===== src/rtl/udp_stream_arbiter.sv =====
// N-channel packet arbiter for the UDP transmit path: merges CH_NUM AXI-Stream sources with header sideband.
// Define UDP_ARB_RR_EN for round-robin arbitration; otherwise fixed priority (channel 0 highest).
module udp_stream_arbiter #(
    parameter  int CH_NUM = 4,
    parameter  int DATA_W = 32,
    localparam int KEEP_W = DATA_W / 8,
    localparam int ID_W   = $clog2(CH_NUM)
) (
    input  logic                       clk,
    input  logic                       reset_n,
    input  logic [CH_NUM*48-1:0]       s_hdr_mac_dest_i,
    input  logic [CH_NUM*48-1:0]       s_hdr_mac_src_i,
    input  logic [CH_NUM*32-1:0]       s_hdr_ip_dest_i,
    input  logic [CH_NUM*32-1:0]       s_hdr_ip_src_i,
    input  logic [CH_NUM*16-1:0]       s_hdr_port_dest_i,
    input  logic [CH_NUM*16-1:0]       s_hdr_port_src_i,
    input  logic [CH_NUM*DATA_W-1:0]   s_tdata_i,
    input  logic [CH_NUM*KEEP_W-1:0]   s_tkeep_i,
    input  logic [CH_NUM-1:0]          s_tvld_i,
    input  logic [CH_NUM-1:0]          s_tlast_i,
    output logic [CH_NUM-1:0]          s_trdy_o,
    output logic [47:0]                m_hdr_mac_dest_o,
    output logic [47:0]                m_hdr_mac_src_o,
    output logic [31:0]                m_hdr_ip_dest_o,
    output logic [31:0]                m_hdr_ip_src_o,
    output logic [15:0]                m_hdr_port_dest_o,
    output logic [15:0]                m_hdr_port_src_o,
    output logic                       m_hdr_vld_o,
    output logic [ID_W-1:0]            m_tid_o,
    output logic [DATA_W-1:0]          m_tdata_o,
    output logic [KEEP_W-1:0]          m_tkeep_o,
    output logic                       m_tvld_o,
    output logic                       m_tlast_o,
    input  logic                       m_trdy_i
);

    typedef enum logic {IDLE, LOCK} state_t;

    state_t            state, state_nxt;
    logic [ID_W-1:0]   grant, grant_nxt, pick;
    logic [CH_NUM-1:0] first;
    logic              adv, acc, any_req, found;
    int                g;

    assign g       = int'(grant);
    assign adv     = !m_tvld_o || m_trdy_i;
    assign any_req = |s_tvld_i;
    assign acc     = (state == LOCK) && adv && s_tvld_i[g];

    always_comb begin
        s_trdy_o = '0;
        if (state == LOCK && adv) s_trdy_o[g] = 1'b1;
    end

    // Round-robin starts the search just after the current grant, so the
    // channel that just finished is considered last.
    always_comb begin
        pick  = grant;
        found = 1'b0;
`ifdef UDP_ARB_RR_EN
        for (int i = 1; i <= CH_NUM; i++) begin
            if (!found && s_tvld_i[(g + i) % CH_NUM]) begin
                pick  = ID_W'((g + i) % CH_NUM);
                found = 1'b1;
            end
        end
`else
        for (int i = 0; i < CH_NUM; i++) begin
            if (!found && s_tvld_i[i]) begin
                pick  = ID_W'(i);
                found = 1'b1;
            end
        end
`endif
    end

    always_comb begin
        state_nxt = state;
        grant_nxt = grant;
        case (state)
            IDLE: begin
                if (any_req) begin
                    grant_nxt = pick;
                    state_nxt = LOCK;
                end
            end
            LOCK: begin
                // Only a completed packet releases the grant; gaps do not.
                if (acc && s_tlast_i[g]) begin
                    if (any_req) grant_nxt = pick;
                    else         state_nxt = IDLE;
                end
            end
            default: state_nxt = IDLE;
        endcase
    end

    always_ff @(posedge clk or negedge reset_n) begin
        if (!reset_n) begin
            state <= IDLE;
            grant <= '0;
        end else begin
            state <= state_nxt;
            grant <= grant_nxt;
        end
    end

    always_ff @(posedge clk or negedge reset_n) begin
        if (!reset_n)  first    <= '1;
        else if (acc)  first[g] <= s_tlast_i[g];
    end

    always_ff @(posedge clk or negedge reset_n) begin
        if (!reset_n) begin
            m_tvld_o          <= 1'b0;
            m_hdr_vld_o       <= 1'b0;
            m_tdata_o         <= '0;
            m_tkeep_o         <= '0;
            m_tlast_o         <= 1'b0;
            m_tid_o           <= '0;
            m_hdr_mac_dest_o  <= '0;
            m_hdr_mac_src_o   <= '0;
            m_hdr_ip_dest_o   <= '0;
            m_hdr_ip_src_o    <= '0;
            m_hdr_port_dest_o <= '0;
            m_hdr_port_src_o  <= '0;
        end else if (adv) begin
            m_tvld_o    <= acc;
            m_hdr_vld_o <= acc && first[g];
            if (acc) begin
                m_tdata_o <= s_tdata_i[g*DATA_W +: DATA_W];
                m_tkeep_o <= s_tkeep_i[g*KEEP_W +: KEEP_W];
                m_tlast_o <= s_tlast_i[g];
                m_tid_o   <= grant;
            end
            // Headers are captured on the first beat and held for the packet.
            if (acc && first[g]) begin
                m_hdr_mac_dest_o  <= s_hdr_mac_dest_i[g*48 +: 48];
                m_hdr_mac_src_o   <= s_hdr_mac_src_i[g*48 +: 48];
                m_hdr_ip_dest_o   <= s_hdr_ip_dest_i[g*32 +: 32];
                m_hdr_ip_src_o    <= s_hdr_ip_src_i[g*32 +: 32];
                m_hdr_port_dest_o <= s_hdr_port_dest_i[g*16 +: 16];
                m_hdr_port_src_o  <= s_hdr_port_src_i[g*16 +: 16];
            end
        end
    end

endmodule


===== config.mk =====
export PLATFORM = sky130hd
export DESIGN_NAME = udp_stream_arbiter
export DESIGN_NICKNAME = d
export VERILOG_FILES = /design/src/rtl/udp_stream_arbiter.sv
export SDC_FILE = /design/constraint.sdc
export NUM_CORES = 1
export LEC_CHECK = 0
export ABC_AREA = 1
export CAP_MARGIN = 20
export CORE_AREA = 2 2 450 452
export CTS_CLUSTER_SIZE = 16
export DETAILED_ROUTE_END_ITERATION = 7
export DIE_AREA = 0 0 452 454
export PLACE_DENSITY = 0.3
export SYNTH_ARGS = -nofsm -noshare
export SYNTH_HDL_FRONTEND = slang
export SYNTH_SLANG_ARGS = --single-unit

===== constraint.sdc =====
create_clock -name clk -period 2.16 [get_ports clk]
set_clock_uncertainty 0.1 [all_clocks]
set_input_delay 0.54 -clock clk [delete_from_list [all_inputs] [get_ports clk]]
set_output_delay 0.54 -clock clk [all_outputs]
set_load 0.01 [all_outputs]

Yosys cells after proc, flatten, opt, wreduce, memory -nomap -nowiden
Cells that the tools add are included.

Flip-flop bits (word level): 240. Bits of input ports: 923. Output and inout port bits: 237. Logic and storage cells: 67.

Multiply operators: 1. Order comparisons: 2. Equal/unequal tests: 1. Shift-type cells: 8. Muxes and demuxes: 23. Bitwise operators: 1. Reduce and logical (&&, ||, !) cells: 16.

Operators with widths (count): $shiftx 128x8->32 (3); $shiftx 192x32->48 (1); $shiftx 192x9->48 (1); $shiftx 64x7->16 (2); $shiftx 16x5->4 (1); $mux 2 (6); $mux 1 (9); $logic_and 1x1->1 (8); $bmux 1 s2 (3); $bwmux 4 (1); $logic_not 1->1 (4); $mul 2x2->4 const B (1); $mux 4 (1); $pmux 2 s2 (1); $reduce_and 2->1 (2); $reduce_or 4->1 (1); $lt 2x3->1 const B (1); $demux 1 s2 (1); $ge 2x1->1 const B (1); $ne 2x1->1 const B (1); $pmux 1 s2 (1); $logic_or 1x1->1 (1); $not 1->1 (1).

Logic depth before layout (Yosys ltp)
Word-level depth: 13. Depth in mapped cells: 13. Mapped depth without buffers: 10.

Least setup slack after synthesis
OpenSTA, ideal clock, no wires.

Kind: register to output. Start: register grant[0]. End: output s_trdy_o[0]. Arrival: 1.342 ns. Required time: 1.520 ns. Slack: 0.178 ns. Cell stages (with the launch flop): 7. Path buffers: 3. Cells stage by stage: dfrtp_1 -> buf_2 -> nor2_1 -> buf_2 -> buf_2 -> inv_1 -> nor2_1.

Longest elaborated chain between the ends: 5. Elaborated cells between the ends (all ways): 6.

Ends and longest elaborated chain: start, declared (line 40) `logic [ID_W-1:0] grant, grant_nxt, pick;`; start signal, assigned (line 104) `grant <= grant_nxt;`; $lt 2x3->1 (implied by the code) or $ge 2x1->1 (tied branches) (line 52) `if (state == LOCK && adv) s_trdy_o[g] = 1'b1;`; $logic_and 1x1->1 (implied by the code) (line 52); $mux 1 (implied by the code) (line 52); $demux 1 s2 * (line 52); $mux 4 * (line 52); end, declared (line 21) `output logic [CH_NUM-1:0] s_trdy_o,`.

Mark *: on every way between the ends. The rest lies on a longest branch, timed or not.

Final worst setup path
Start: register grant[0]. End: register m_hdr_mac_dest_o[16].

Longest elaborated chain between the ends: 5. Elaborated cells between the ends (all ways): 9.

Ends and longest elaborated chain: parallel branches: the longest is 5 deep, another holds $mul 2x2->4; end signal, assigned (line 138) `m_hdr_mac_dest_o <= s_hdr_mac_dest_i[g*48 +: 48];`; end, declared (line 22) `output logic [47:0] m_hdr_mac_dest_o,`.

Several ways; the timed one is not identified. The select of a mux whose other input is x is not followed. A chain may end at the register's enable or synchronous reset.

==> results.md <==
- Clk slew on worst S/H paths: 60 ps
- DP HPWL: roughly 120000 um
- Remaining Overflow, GRT: 0
- Setup slack, reg-to-reg: -80 ps
- RSZ-0062 raised after global routing: true
- Total power: 47700 uW
- Cell taking the most area after synthesis: dfrtp_1
- Router iterations before antenna repair: 5
- Root buffer cell: clkbuf_16
- Fraction of layout cells with a size suffix above 1: 0.198
- Worst path max stage delay: around 450 ps
- Startpoint Class: register
- Drt initial violations: ~1200
- Syn Nets: around 3000
- RR Endpoint: m_hdr_mac_dest_o[16]$_DFFE_PN0P_
- Worst path bufs/invs: 8
- Vias in the first global route: 20737
- Share of the synthesized area in the top cell type: 0.406
- First-pass GRT wire length: about 190000 um
- Netlist cell types: 17
- Worst-margin pin slew: 661 ps
- Final wirelength: 151000 um
- Max VDD drop: ~0.76 mV
- Hold path cells: 2
- CTS tree: done
- Max frequency: between 0.4 and 0.5 GHz
- H-Tree Depth: 2
- # rows: around 170
- Longest Clk Path Bufs: 3
- DR vias/cell: 3.38
- Die Span X: about 450 um
- Syn avg cell area: between 6 and 7 sq um
- Final Cycle Share: 1.04
- Initial antenna violation count: 27
- Fin util: 0.175
- Starting density of the core: 0.0724
- Non-Filler Instances: 6144
- Max_slew headroom: 0.559
- Yosys warning count: 0
- Beginning of the worst hold path: m_hdr_mac_src_o[6]$_DFFE_PN0P_
- Critical path class: register to register
- Hold Crit Class: register to register
- Power per standard cell area: 1350 nW/um^2
- Clock latency on the worst-skew pair: 590 ps
- Tot GR Track Use: 0.134
- Antenna Violating Nets Remaining: 0
- Setup crit start: grant[0]$_DFFE_PN0P_
- RR Startpoint: grant[0]$_DFFE_PN0P_
- WP data required: 2520 ps
- CP max-delay cell: dfrtp_2
- Mapped Area: around 15000 sq um
- Setup crit end kind: register
- Hold endpoint: m_hdr_mac_src_o[6]$_DFFE_PN0P_
- Post-placement cell count: between 5000 and 6000
- Pin count of the biggest net entering global routing: between 40 and 50
- Net count, final: around 4400
- Status: finished, violations left
- Largest fanout on the critical path: 5
- Die height: approximately 450 um
- Largest cells by area after synthesis: dfrtp_1 41%, nand2_1 25%, nand3_1 15%
- Setup WS post-layout: -84.4 ps
- Slew Limit Fails: 0
- Vias: about 21000
- Crit path DAT: 2600 ps
- Max cap viols: 0
- Final setup viols: 70
- Crit-path cells: inv_2 > nor2_4 > buf_6 > buf_12 > buf_4 > buf_12 > buf_4 > a22oi_2 > buf_4 > nand3_2 > buf_6 > nand3_2 > nand2_1
- Static Leak: about 0.015 uW
- TritonCTS buffer count: 36
- Routability cong.: 0.919
- Worst path most repeated cell: buf_4
- Die ar.: about 210000 sq um
- Final Hold Viols: 0
- Failing checks: setup timing
- Yosys reg bits: 240
- Core box area: ~200000 sq um
- Top delay family on crit path: buffers and inverters
- Area growth syn-to-layout: 142%
- Buffers on Ports: about 1200
- Register area share after synthesis: 0.413
- Wire per inst: 24.6 um
- FF-to-FF path depth: 13
- Post-synthesis cell count: ~2100
- I/O Pins: 1160
- Clk sink count: 240
- DRC Markers: 0
- Final worst path period need: between 2000 and 2500 ps
stage by stage:
step	area [sq um]	setup slack, ps	hold WS, ps	TNS (ps)
finish	35200	-84.4	369	-1530
detailed placement	31100	-850	364	-145070
floorplan	14600	178	144	0
CTS	32800	-166	376	-983
global route	35200	-166	396	-18760
global placement	31100	-896	360	-152950
sequential cells by signal, summed over array words and instances (netlist names):
name	count
m_hdr_port_dest_o	16
m_hdr_vld_o	1
m_hdr_mac_src_o	48
m_tkeep_o	4
first	4
m_hdr_ip_src_o	32
m_tlast_o	1
grant	2
m_tdata_o	32
m_tid_o	2
m_hdr_ip_dest_o	32
state	1
m_hdr_port_src_o	16
m_hdr_mac_dest_o	48
m_tvld_o	1
synth_stat cells:
library cell,n
nand2_1,986
nand3_1,424
dfrtp_1,236
a22oi_1,230
buf_2,143
clkbuf_1,25
inv_1,10
o21ai_0,10
nor2_1,8
dfstp_2,4
buf_1,3
inv_2,3
buf_4,2
nor2_2,2
a21oi_1,1
nor3_1,1
o21ai_1,1
tightest hold or removal path, delay by kind of cell, from the launching register on:
kind | cells | cell delay (ps)
flip-flops | 1 | 340
AND/OR/NAND/NOR | 2 | 100
layer usage:
metal | up-vias | track usage | wire, um
met5 | - | 0 | 130
met4 | 20 | 0.0262 | 2500
met3 | 127 | 0.0275 | 8020
met2 | 669 | 0.235 | 75700
met1 | 10168 | 0.167 | 64900
li1 | 9807 | - | -
where the power goes:
part | switching, uW | total [uW] | internal [uW]
combinational | 18800 | 33300 | 14500
sequential | 1420 | 8000 | 6580
clock | 2490 | 6360 | 3870
what timing repair did:
action | 4_1_cts | 5_1_grt
setup buffers | 16 | 28
setup endpoints to repair | 302 | 163
gates resized for setup | 324 | 332
pin swaps | 11 | 126
hold endpoints to repair | 28 | 0
hold buffers | 1 | 0
gates cloned | 7 | 36
layout make-up:
cell class                 instances  area [sq um]
clock buffer                      52          1060
sequential                       240          6020
fill                           22810        166000
antenna                            6          15.0
inverter                          13          68.8
tap                             2672          3340
timing repair buffer            1490         15600
multi-input combinational       1663          8990
clock inverter                     8           144
placed cells by master (no fill, tap or decap), drive strengths merged:
cell type / netlist / routed
a22oi: 230 / 230
o21ai: 11 / 11
clkinv: 0 / 3
a21oi: 1 / 1
nor3: 1 / 1
buf: 148 / 309
nand3: 424 / 424
inv: 13 / 14
nand2: 986 / 986
nor2: 10 / 10
clkdlybuf4s15: 0 / 4
dlygate4sd2: 0 / 220
clkdlybuf4s50: 0 / 920
clkbuf: 25 / 83
dlygate4sd3: 0 / 1
diode: 0 / 6
dfrtp: 236 / 236
bufbuf: 0 / 5
dfstp: 4 / 4
bufinv: 0 / 4
worst max-delay path by stage:
stage,to,cells after the start,slack (ps)
2_1_floorplan,s_trdy_o[0],6,180
3_3_place_gp,s_trdy_o[0],7,-900
3_5_place_dp,s_trdy_o[1],7,-850
4_1_cts,s_trdy_o[1],5,-170
5_1_grt,s_trdy_o[1],5,-170
6_report,m_hdr_mac_dest_o[16]$_DFFE_PN0P_,13,-80
logic make-up (layout without fill, tap and decap cells):
group | after synthesis | in the layout | synth area share
other cells | 0 | 6 | 0
simple gates | 1421 | 1421 | 0.403
compound gates | 242 | 242 | 0.123
flops | 240 | 240 | 0.413
buf+inv | 186 | 1563 | 0.0608
Note: power is estimated with default switching activity, not from simulation.
